File: config.mk
export PLATFORM = sky130hd
export DESIGN_NAME = coolgirl_irq_unit
export DESIGN_NICKNAME = d
export VERILOG_FILES = /design/src/rtl/coolgirl_irq_pkg.sv /design/src/rtl/coolgirl_a12_filter.sv /design/src/rtl/coolgirl_irq_unit.sv
export SDC_FILE = /design/constraint.sdc
export NUM_CORES = 1
export LEC_CHECK = 0
export CAP_MARGIN = 5
export CORE_MARGIN = 3
export CORE_UTILIZATION = 40
export CTS_BUF_LIST = sky130_fd_sc_hd__clkbuf_2
export CTS_CLUSTER_DIAMETER = 40
export CTS_CLUSTER_SIZE = 16
export DETAILED_ROUTE_END_ITERATION = 12
export GPL_TIMING_DRIVEN = 0
export HOLD_SLACK_MARGIN = 0.03
export PLACE_DENSITY = 0.54
export SYNTH_ARGS = -nofsm -noshare
export SYNTH_HDL_FRONTEND = slang
export SYNTH_HIERARCHICAL = 1
export SYNTH_SLANG_ARGS = --single-unit
File: constraint.sdc
create_clock -name m2 -period 6.8 [get_ports m2]
set_input_delay 0.68 -clock m2 [delete_from_list [all_inputs] [get_ports m2]]
set_output_delay 0.68 -clock m2 [all_outputs]
set_load 0.02 [all_outputs]
File: src/rtl/coolgirl_irq_pkg.sv
// Shared encodings for the CoolGirl mapper IRQ unit: counter modes,
// register-select addresses and control-register bit positions.
package coolgirl_irq_pkg;

    typedef enum logic [1:0] {
        MODE_OFF  = 2'd0,
        MODE_MMC3 = 2'd1,
        MODE_FME7 = 2'd2,
        MODE_VRC4 = 2'd3
    } irq_mode_e;

    localparam logic [2:0] SEL_MODE     = 3'd0;
    localparam logic [2:0] SEL_LATCH_LO = 3'd1;
    localparam logic [2:0] SEL_LATCH_HI = 3'd2;
    localparam logic [2:0] SEL_CTRL     = 3'd3;
    localparam logic [2:0] SEL_RELOAD   = 3'd4;
    localparam logic [2:0] SEL_ACK      = 3'd5;

    // Bit 1 means "count enable" on FME-7 and "enable-after-ack" on VRC4.
    localparam int CTRL_EN     = 0;
    localparam int CTRL_CNT_EN = 1;
    localparam int CTRL_EN_ACK = 1;
    localparam int CTRL_CYCLE  = 2;

endpackage

File: src/rtl/coolgirl_a12_filter.sv
// Synchronises PPU A12 into the m2 domain and emits a one-cycle pulse on a
// rising edge that followed at least A12_FILTER low cycles.
module coolgirl_a12_filter #(
    parameter int A12_FILTER = 3
) (
    input  logic m2,
    input  logic reset_n,
    input  logic clr,
    input  logic ppu_a12,
    output logic edge_pulse
);

    localparam int LW = $clog2(A12_FILTER + 1);
    localparam logic [LW-1:0] FILT = LW'(A12_FILTER);

    logic          sync1_q, sync2_q, prev_q;
    logic [LW-1:0] low_q, low_d;

    always_comb begin
        low_d = low_q;
        if (clr || sync2_q) begin
            low_d = '0;
        end else if (low_q != FILT) begin
            low_d = low_q + LW'(1);
        end
    end

    always_ff @(posedge m2 or negedge reset_n) begin
        if (!reset_n) begin
            sync1_q <= 1'b0;
            sync2_q <= 1'b0;
            prev_q  <= 1'b0;
            low_q   <= '0;
        end else begin
            sync1_q <= ppu_a12;
            sync2_q <= sync1_q;
            prev_q  <= sync2_q;
            low_q   <= low_d;
        end
    end

    assign edge_pulse = sync2_q && !prev_q && (low_q == FILT);

endmodule

File: src/rtl/coolgirl_irq_unit.sv
// Multi-mapper IRQ generator: MMC3 scanline counter, FME-7 CPU-cycle
// down-counter and VRC4 prescaled up-counter sharing one counter/latch pair.
module coolgirl_irq_unit
    import coolgirl_irq_pkg::*;
#(
    parameter int CNT_WIDTH  = 16,
    parameter int A12_FILTER = 3,
    parameter int PRESCALE   = 341
) (
    input  logic       m2,
    input  logic       reset_n,
    input  logic       reg_we,
    input  logic [2:0] reg_sel,
    input  logic [7:0] reg_data,
    input  logic       ppu_a12,
    output logic       irq
);

    localparam int PW = $clog2(PRESCALE + 3);
    localparam logic [PW-1:0] PRESC = PW'(PRESCALE);

    irq_mode_e            mode_q, mode_d;
    logic [CNT_WIDTH-1:0] latch_q, latch_d;
    logic [CNT_WIDTH-1:0] cnt_q, cnt_d;
    logic [2:0]           ctrl_q, ctrl_d;
    logic [PW-1:0]        presc_q, presc_d;
    logic                 reload_q, reload_d;
    logic                 irq_q, irq_d;

    logic          a12_pulse, filt_clr, wr_blocks, tick;
    logic [7:0]    nxt8;
    logic [PW-1:0] psum;

    function automatic logic [CNT_WIDTH-1:0] set_lo(input logic [CNT_WIDTH-1:0] v,
                                                    input logic [7:0] b);
        logic [CNT_WIDTH-1:0] r;
        r      = v;
        r[7:0] = b;
        return r;
    endfunction

    // Widened so bits [15:8] exist even at the minimum CNT_WIDTH of 8.
    function automatic logic [CNT_WIDTH-1:0] set_hi(input logic [CNT_WIDTH-1:0] v,
                                                    input logic [7:0] b);
        logic [CNT_WIDTH+7:0] w;
        w       = {8'h00, v};
        w[15:8] = b;
        return w[CNT_WIDTH-1:0];
    endfunction

    coolgirl_a12_filter #(
        .A12_FILTER(A12_FILTER)
    ) u_a12_filter (
        .m2        (m2),
        .reset_n   (reset_n),
        .clr       (filt_clr),
        .ppu_a12   (ppu_a12),
        .edge_pulse(a12_pulse)
    );

    always_comb begin
        mode_d    = mode_q;
        latch_d   = latch_q;
        cnt_d     = cnt_q;
        ctrl_d    = ctrl_q;
        presc_d   = presc_q;
        reload_d  = reload_q;
        irq_d     = irq_q;
        filt_clr  = 1'b0;
        tick      = 1'b0;
        nxt8      = 8'h00;
        psum      = presc_q + PW'(3);
        // Acknowledge does not block counter events so a coincident irq-set wins.
        wr_blocks = reg_we && (reg_sel <= SEL_RELOAD);

        if (reg_we) begin
            case (reg_sel)
                SEL_MODE: begin
                    mode_d   = irq_mode_e'(reg_data[1:0]);
                    irq_d    = 1'b0;
                    presc_d  = '0;
                    reload_d = 1'b0;
                    filt_clr = 1'b1;
                end
                SEL_LATCH_LO: begin
                    latch_d = set_lo(latch_q, reg_data);
                    if (mode_q == MODE_FME7) cnt_d = set_lo(cnt_q, reg_data);
                end
                SEL_LATCH_HI: begin
                    latch_d = set_hi(latch_q, reg_data);
                    if (mode_q == MODE_FME7) cnt_d = set_hi(cnt_q, reg_data);
                end
                SEL_CTRL: begin
                    ctrl_d = reg_data[2:0];
                    if (mode_q == MODE_MMC3 && !reg_data[CTRL_EN]) irq_d = 1'b0;
                    if (mode_q == MODE_VRC4) begin
                        if (reg_data[CTRL_EN]) cnt_d = set_lo(cnt_q, latch_q[7:0]);
                        presc_d = '0;
                        irq_d   = 1'b0;
                    end
                end
                SEL_RELOAD: begin
                    if (mode_q == MODE_MMC3) begin
                        reload_d = 1'b1;
                        cnt_d    = set_lo(cnt_q, 8'h00);
                    end
                end
                SEL_ACK: begin
                    irq_d = 1'b0;
                    if (mode_q == MODE_VRC4) ctrl_d[CTRL_EN] = ctrl_q[CTRL_EN_ACK];
                end
                default: ;
            endcase
        end

        if (!wr_blocks) begin
            case (mode_q)
                MODE_MMC3: begin
                    if (a12_pulse) begin
                        if (cnt_q[7:0] == 8'h00 || reload_q) begin
                            nxt8     = latch_q[7:0];
                            reload_d = 1'b0;
                        end else begin
                            nxt8 = cnt_q[7:0] - 8'd1;
                        end
                        cnt_d = set_lo(cnt_q, nxt8);
                        if (nxt8 == 8'h00 && ctrl_q[CTRL_EN]) irq_d = 1'b1;
                    end
                end
                MODE_FME7: begin
                    if (ctrl_q[CTRL_CNT_EN]) begin
                        cnt_d = cnt_q - CNT_WIDTH'(1);
                        if (cnt_q == '0 && ctrl_q[CTRL_EN]) irq_d = 1'b1;
                    end
                end
                MODE_VRC4: begin
                    if (ctrl_q[CTRL_CYCLE]) begin
                        tick = 1'b1;
                    end else if (psum >= PRESC) begin
                        presc_d = psum - PRESC;
                        tick    = 1'b1;
                    end else begin
                        presc_d = psum;
                    end
                    if (tick) begin
                        if (cnt_q[7:0] == 8'hFF) begin
                            cnt_d = set_lo(cnt_q, latch_q[7:0]);
                            if (ctrl_q[CTRL_EN]) irq_d = 1'b1;
                        end else begin
                            cnt_d = set_lo(cnt_q, cnt_q[7:0] + 8'd1);
                        end
                    end
                end
                default: ;
            endcase
        end

        if (mode_q == MODE_OFF) irq_d = 1'b0;
    end

    always_ff @(posedge m2 or negedge reset_n) begin
        if (!reset_n) begin
            mode_q   <= MODE_OFF;
            latch_q  <= '0;
            cnt_q    <= '0;
            ctrl_q   <= '0;
            presc_q  <= '0;
            reload_q <= 1'b0;
            irq_q    <= 1'b0;
        end else begin
            mode_q   <= mode_d;
            latch_q  <= latch_d;
            cnt_q    <= cnt_d;
            ctrl_q   <= ctrl_d;
            presc_q  <= presc_d;
            reload_q <= reload_d;
            irq_q    <= irq_d;
        end
    end

    assign irq = irq_q;

endmodule

Yosys cells after proc, flatten, opt, wreduce, memory -nomap -nowiden
Index checks and enable logic that the tools add are counted.
{ "totals": {"reg_bits": 45, "out_inout_bits": 1, "word_cells": 115} }
{ "op_classes": {"n_addsub": 6, "n_lt_le_gt_ge": 2, "n_eq_ne": 14, "muxes": 56, "n_bitwise": 1, "reduce_logical": 23} }
{ "ops": {"columns": ["operator", "n"], "rows": [
  ["16-bit two-way mux", 6],
  ["8-bit two-way mux", 9],
  ["16-bit one-hot mux with 4 select lines", 1],
  ["9-bit two-way mux", 6],
  ["16-bit one-hot mux with 3 select lines", 1],
  ["1-bit two-way mux", 25],
  ["9-bit one-hot mux with 2 select lines", 1],
  ["16-bit logical NOT", 1],
  ["8-bit logical NOT", 2],
  ["8-bit one-hot mux with 2 select lines", 1],
  ["16-bit by 1-bit subtractor with 16-bit output, second input constant", 1],
  ["9-bit by 2-bit adder with 9-bit output, second input constant", 1],
  ["9-bit >= comparator, second input constant", 1],
  ["9-bit subtractor, second input constant", 1],
  ["8-bit by 1-bit adder with 8-bit output, second input constant", 1],
  ["8-bit equality test, second input constant", 1],
  ["8-bit by 1-bit subtractor with 8-bit output, second input constant", 1],
  ["2-bit equality test, second input constant", 3],
  ["3-bit by 2-bit equality test with 1-bit output, second input constant", 2],
  ["3-bit equality test, second input constant", 2],
  ["1-bit logical AND", 6],
  ["3-bit != test, second input constant", 2],
  ["1-bit one-hot mux with 2 select lines", 3],
  ["2-bit AND reduction", 3],
  ["other kinds (15)", 21]
]} }

Longest topological paths before layout
{ "depth": {"depth_word": 13, "depth_mapped": 11, "mapped_depth_nobuf": 9} }

Modules after synthesis
The synthesis kept the hierarchy.
{ "by_module_without_submodules": {"columns": ["mod", "n_inst", "cells_each", "area_per_inst_um2"], "rows": [
  ["coolgirl_irq_unit", 1, 448, 3518.4],
  ["coolgirl_a12_filter", 1, 11, 181.4]
]} }

Worst setup path after synthesis
No wires, ideal clock.
{ "synth_path": {"kind": "reg-to-reg", "start": "register presc_q[0]", "end": "register cnt_q[15]", "setup_ps": 126, "t_arrival_ps": 2494, "t_required_ps": 6674, "setup_slack_ps": 4180, "stages_incl_launch_ff": 11, "synth_period_minus_slack_ps": 2620, "path_cell_list": "dfrtp_1 > inv_1 > ha_1 > buf_2 > nand2b_4 > or4_4 > a311oi_2 > o31ai_2 > a21oi_4 > o21bai_1 > a221o_1"} }
{ "synth_via": {"elab_chain_len": 8} }
{ "synth_rtl": {"columns": ["item", "line", "rtl"], "rows": [
  ["start, declared", "coolgirl_irq_unit.sv:26", "logic [PW-1:0] presc_q, presc_d;"],
  ["start signal, assigned", "coolgirl_irq_unit.sv:175", "presc_q <= presc_d;"],
  ["9-bit by 2-bit adder with 9-bit output", "coolgirl_irq_unit.sv:72", "psum = presc_q + PW'(3);"],
  ["9-bit >= comparator", "coolgirl_irq_unit.sv:139", "end else if (psum >= PRESC) begin"],
  ["1-bit two-way mux", "coolgirl_irq_unit.sv:139", null],
  ["1-bit two-way mux", "coolgirl_irq_unit.sv:137", "if (ctrl_q[CTRL_CYCLE]) begin"],
  ["1-bit two-way mux", "coolgirl_irq_unit.sv:117", "case (mode_q)"],
  ["1-bit two-way mux", "coolgirl_irq_unit.sv:116", "if (!wr_blocks) begin"],
  ["3-bit != test (no source line)", null, null],
  ["2-bit AND reduction (no source line)", null, null],
  ["end signal, assigned", "coolgirl_irq_unit.sv:173", "cnt_q <= cnt_d;"],
  ["end, declared", "coolgirl_irq_unit.sv:24", "logic [CNT_WIDTH-1:0] cnt_q, cnt_d;"]
]} }
Every way passes these cells. The select of a mux whose other input is x is not followed.
A chain may end at the register's enable or synchronous reset.

Worst setup path in the final report
Same ends and word-level chain as after synthesis.

==> flow_metrics.tcl <==
set metrics [dict create \
    drt_pass1_iterations 4 \
    antenna_left 0 \
    cp_data_arrival_time_ns 3.41 \
    max_slew_margin_pct 41.46 \
    slew_limit_fails 0 \
    drcViolationCount 0 \
    clk-insertion-delay-late_ns 0.49 \
    final_layout_size_suffix_gt1_share_pct 9.524 \
    synth.most_common_cell "sky130_fd_sc_hd__nand2_1" \
    shortest_clock_period_the_worst_path_allows_after_layout_ns 2.984 \
    totalWireLength_um 10930 \
    chipWidth_um 102.2 \
    grt.total_usage_pct 22.42 \
    synth.distinct_cells 69 \
    crit_path_start_kind "register" \
    timing_hold_violations_final 0 \
    rr_endpoint "cnt_q[15]" \
    outcome "finished clean" \
    critical_path_data_required_time_ns 7.23 \
    number_of_antenna_violations_at_the_first_check_in_global_routing 0 \
    hold_buf_count_cts 0 \
    critical_path_peak_fanout 8 \
    detailedRoute.firstIterationViolations 205 \
    pwr_density_cell_nw_per_um2 335.5 \
    fp.dieH_um 102.2 \
    setup_total_negative_slack_ns 0 \
    num_antenna_cells 0 \
    floorplan.io_pins 16 \
    grt_start_max_net_pins 25 \
    static_leakage_nw 1.597 \
    post_dr_wirelength_cell_um 18.49 \
    global_route.usage.met1_pct 32.49 \
    yosys_register_bits 45 \
    hp-class "in -> async" \
    fin_worst_skew_ns 0.05880 \
    synth.avg_cell_area_um2 8.061 \
    first_global_vias 3492 \
    detailroute.via_count 3593 \
    number_of_cells_on_the_worst_reg_to_reg_path 10 \
    seq_area_frac_synth_pct 30.44 \
    asyncSetResetFlopFracSynth_pct 100.0 \
    rsz0062_at_grt "false" \
    initial_utilization_pct 41.81 \
    cts_repair_resize_count 0 \
    area_growth_pct 9.401 \
    synth_top_cell_area_share_pct 30.44 \
    clockRootBuffer "sky130_fd_sc_hd__clkbuf_2" \
    fillers 913 \
    syn_area_um2 3700 \
    portBuffers 14 \
    max-vdd-ir-drop_uv 144.4 \
    finalWeightedCongestion 0.9360 \
    ctsHtreeMaxLevel 2 \
    globalRoute.busiestLayer "met2" \
    largest_cells_by_area_after_synthesis "sky130_fd_sc_hd__dfrtp_1 (30%), sky130_fd_sc_hd__nand2_1 (5.2%), sky130_fd_sc_hd__a21oi_1 (4.6%), sky130_fd_sc_hd__nor2_1 (4.3%), sky130_fd_sc_hd__o21ai_0 (4.2%)" \
    grt_pass1_wl_um 18330 \
    core.rowCount 34 \
    detailedPlacementHpwl_um 8157 \
    finalNetCount 506 \
    core-area_um2 8848 \
    layout_worst_path_cycle_share_pct 43.88 \
    worst_pin_slew_ns 0.8709 \
    synth_edf_count 0 \
    grt.met3_usage_pct 3.208 \
    path_class "reg -> reg" \
    synth_warnings 6 \
    cts_sinks 45 \
    cts-root-to-sink-buffers 2 \
    tritoncts "done" \
    r2r_setup_slack_ns 3.82 \
    design_power_total_mw 1.358 \
    yosys-top-cells-count "sky130_fd_sc_hd__nand2_1 (51), sky130_fd_sc_hd__dfrtp_1 (45), sky130_fd_sc_hd__nor2_1 (42), sky130_fd_sc_hd__a21oi_1 (34), sky130_fd_sc_hd__o21ai_0 (31)" \
    endpoint_kind "register" \
    max-cap-violations 0 \
    groute.layer.met2.usage_pct 34.68 \
    net_count_after_synthesis 483 \
    cts_post_setup_buffers_inserted 0 \
    fmax_mhz 335.1 \
    synth-main-ff-cell "sky130_fd_sc_hd__dfrtp_1" \
    global_route.overflow_total 0 \
    path_clk_slew_ns 0.31 \
    vias_per_cell 6.080 \
    critical_path.reg2reg.startpoint "presc_q[0]" \
    timing.final.setup_violations 0 \
    synth.largest_area_cell "sky130_fd_sc_hd__dfrtp_1" \
    dieArea_um2 10440 \
    syn-instance-count 459 \
    tritoncts.num_buffers 5 \
]
## cell type report
cell class	instances	area [µm²]	area share [%]
tap	108	135.1	3.338
timing repair buffer	16	160.2	3.957
inverter	9	33.78	0.8346
clock inverter	3	21.27	0.5255
multi-input combinational	378	2439	60.25
buffer	27	107.6	2.658
sequential	45	1126	27.82
clock buffer	5	25.02	0.6182
## per-layer routing
layer,part of all wire (%),vias to the layer above
met5,0,-
met4,1.5,0
met3,4.5,10
met2,45,86
met1,49,1747
li1,-,1750
## critical path: stages (launching register included)
cell and delay (ns):
sky130_fd_sc_hd__dfrtp_1 0.52, sky130_fd_sc_hd__inv_1 0.10, sky130_fd_sc_hd__ha_1 0.19, sky130_fd_sc_hd__buf_2 0.17, sky130_fd_sc_hd__nand2b_4 0.18, sky130_fd_sc_hd__or3_1 0.38, sky130_fd_sc_hd__a221oi_1 0.54, sky130_fd_sc_hd__o31ai_2 0.27
sky130_fd_sc_hd__a21oi_4 0.25, sky130_fd_sc_hd__o21bai_1 0.10, sky130_fd_sc_hd__a221o_1 0.29
## worst max path at each step
stage,start,endpoint,slack (ns),cells after the start
3_5_place_dp,reg_data[0],cnt_q[0],3.30,8
2_1_floorplan,presc_q[0],cnt_q[15],4.18,10
6_report,presc_q[0],cnt_q[15],3.82,10
3_3_place_gp,reg_sel[2],presc_q[3],3.32,6
5_1_grt,presc_q[0],cnt_q[15],3.65,10
4_1_cts,reg_data[0],cnt_q[0],3.82,8
## cells in the final DEF, fill, tap and decap left out, types with 12 or more instances in the layout
cell / Yosys / final
sky130_fd_sc_hd__a21oi_1: 34 / 34
sky130_fd_sc_hd__clkbuf_1: 21 / 21
sky130_fd_sc_hd__clkdlybuf4s50_1: 0 / 13
sky130_fd_sc_hd__dfrtp_1: 45 / 45
sky130_fd_sc_hd__mux2_2: 12 / 12
sky130_fd_sc_hd__nand2_1: 51 / 51
sky130_fd_sc_hd__nand3_1: 13 / 13
sky130_fd_sc_hd__nor2_1: 42 / 42
sky130_fd_sc_hd__nor3_1: 17 / 17
sky130_fd_sc_hd__o21ai_0: 31 / 31
sky130_fd_sc_hd__xnor2_1: 14 / 14
## sequential cells by signal (all words and copies together) (netlist names)
signal                cells
u_a12_filter/sync2_q      1
u_a12_filter/sync1_q      1
reload_q                  1
u_a12_filter/prev_q       1
mode_q                    2
cnt_q                    16
latch_q                   8
irq                       1
ctrl_q                    3
u_a12_filter/low_q        2
presc_q                   9
## where the power goes
part           leakage (nW)  total (mW)  internal, mW  switching (mW)
combinational         0.990       0.807         0.315           0.492
sequential            0.578       0.420         0.339          0.0805
clock                0.0294       0.131        0.0259           0.105
## stage by stage
stage	hold slack (ns)	util (%)	cells	setup WS, ns	area (µm²)
5_1_grt	0.09451	45.74	591	3.645	4048
6_report	0.1011	45.74	591	3.816	4048
2_1_floorplan	0.3312	-	459	4.180	3700
4_1_cts	0.1211	45.62	590	3.816	4036
3_5_place_dp	0.3483	45.09	582	3.301	3990
3_3_place_gp	0.3392	44.92	581	3.325	3975
## cell families (layout without fill, tap and decap cells)
group,Yosys count,after routing,synth area share [%]
simple gates,186,186,25.70
mux,18,18,5.276
flops,45,45,30.44
compound gates,143,143,26.51
xor+xnor,22,22,5.208
fa+ha+maj,9,9,3.044
buf+inv,36,60,3.821
No activity file was read; power rests on OpenSTA's default activity.
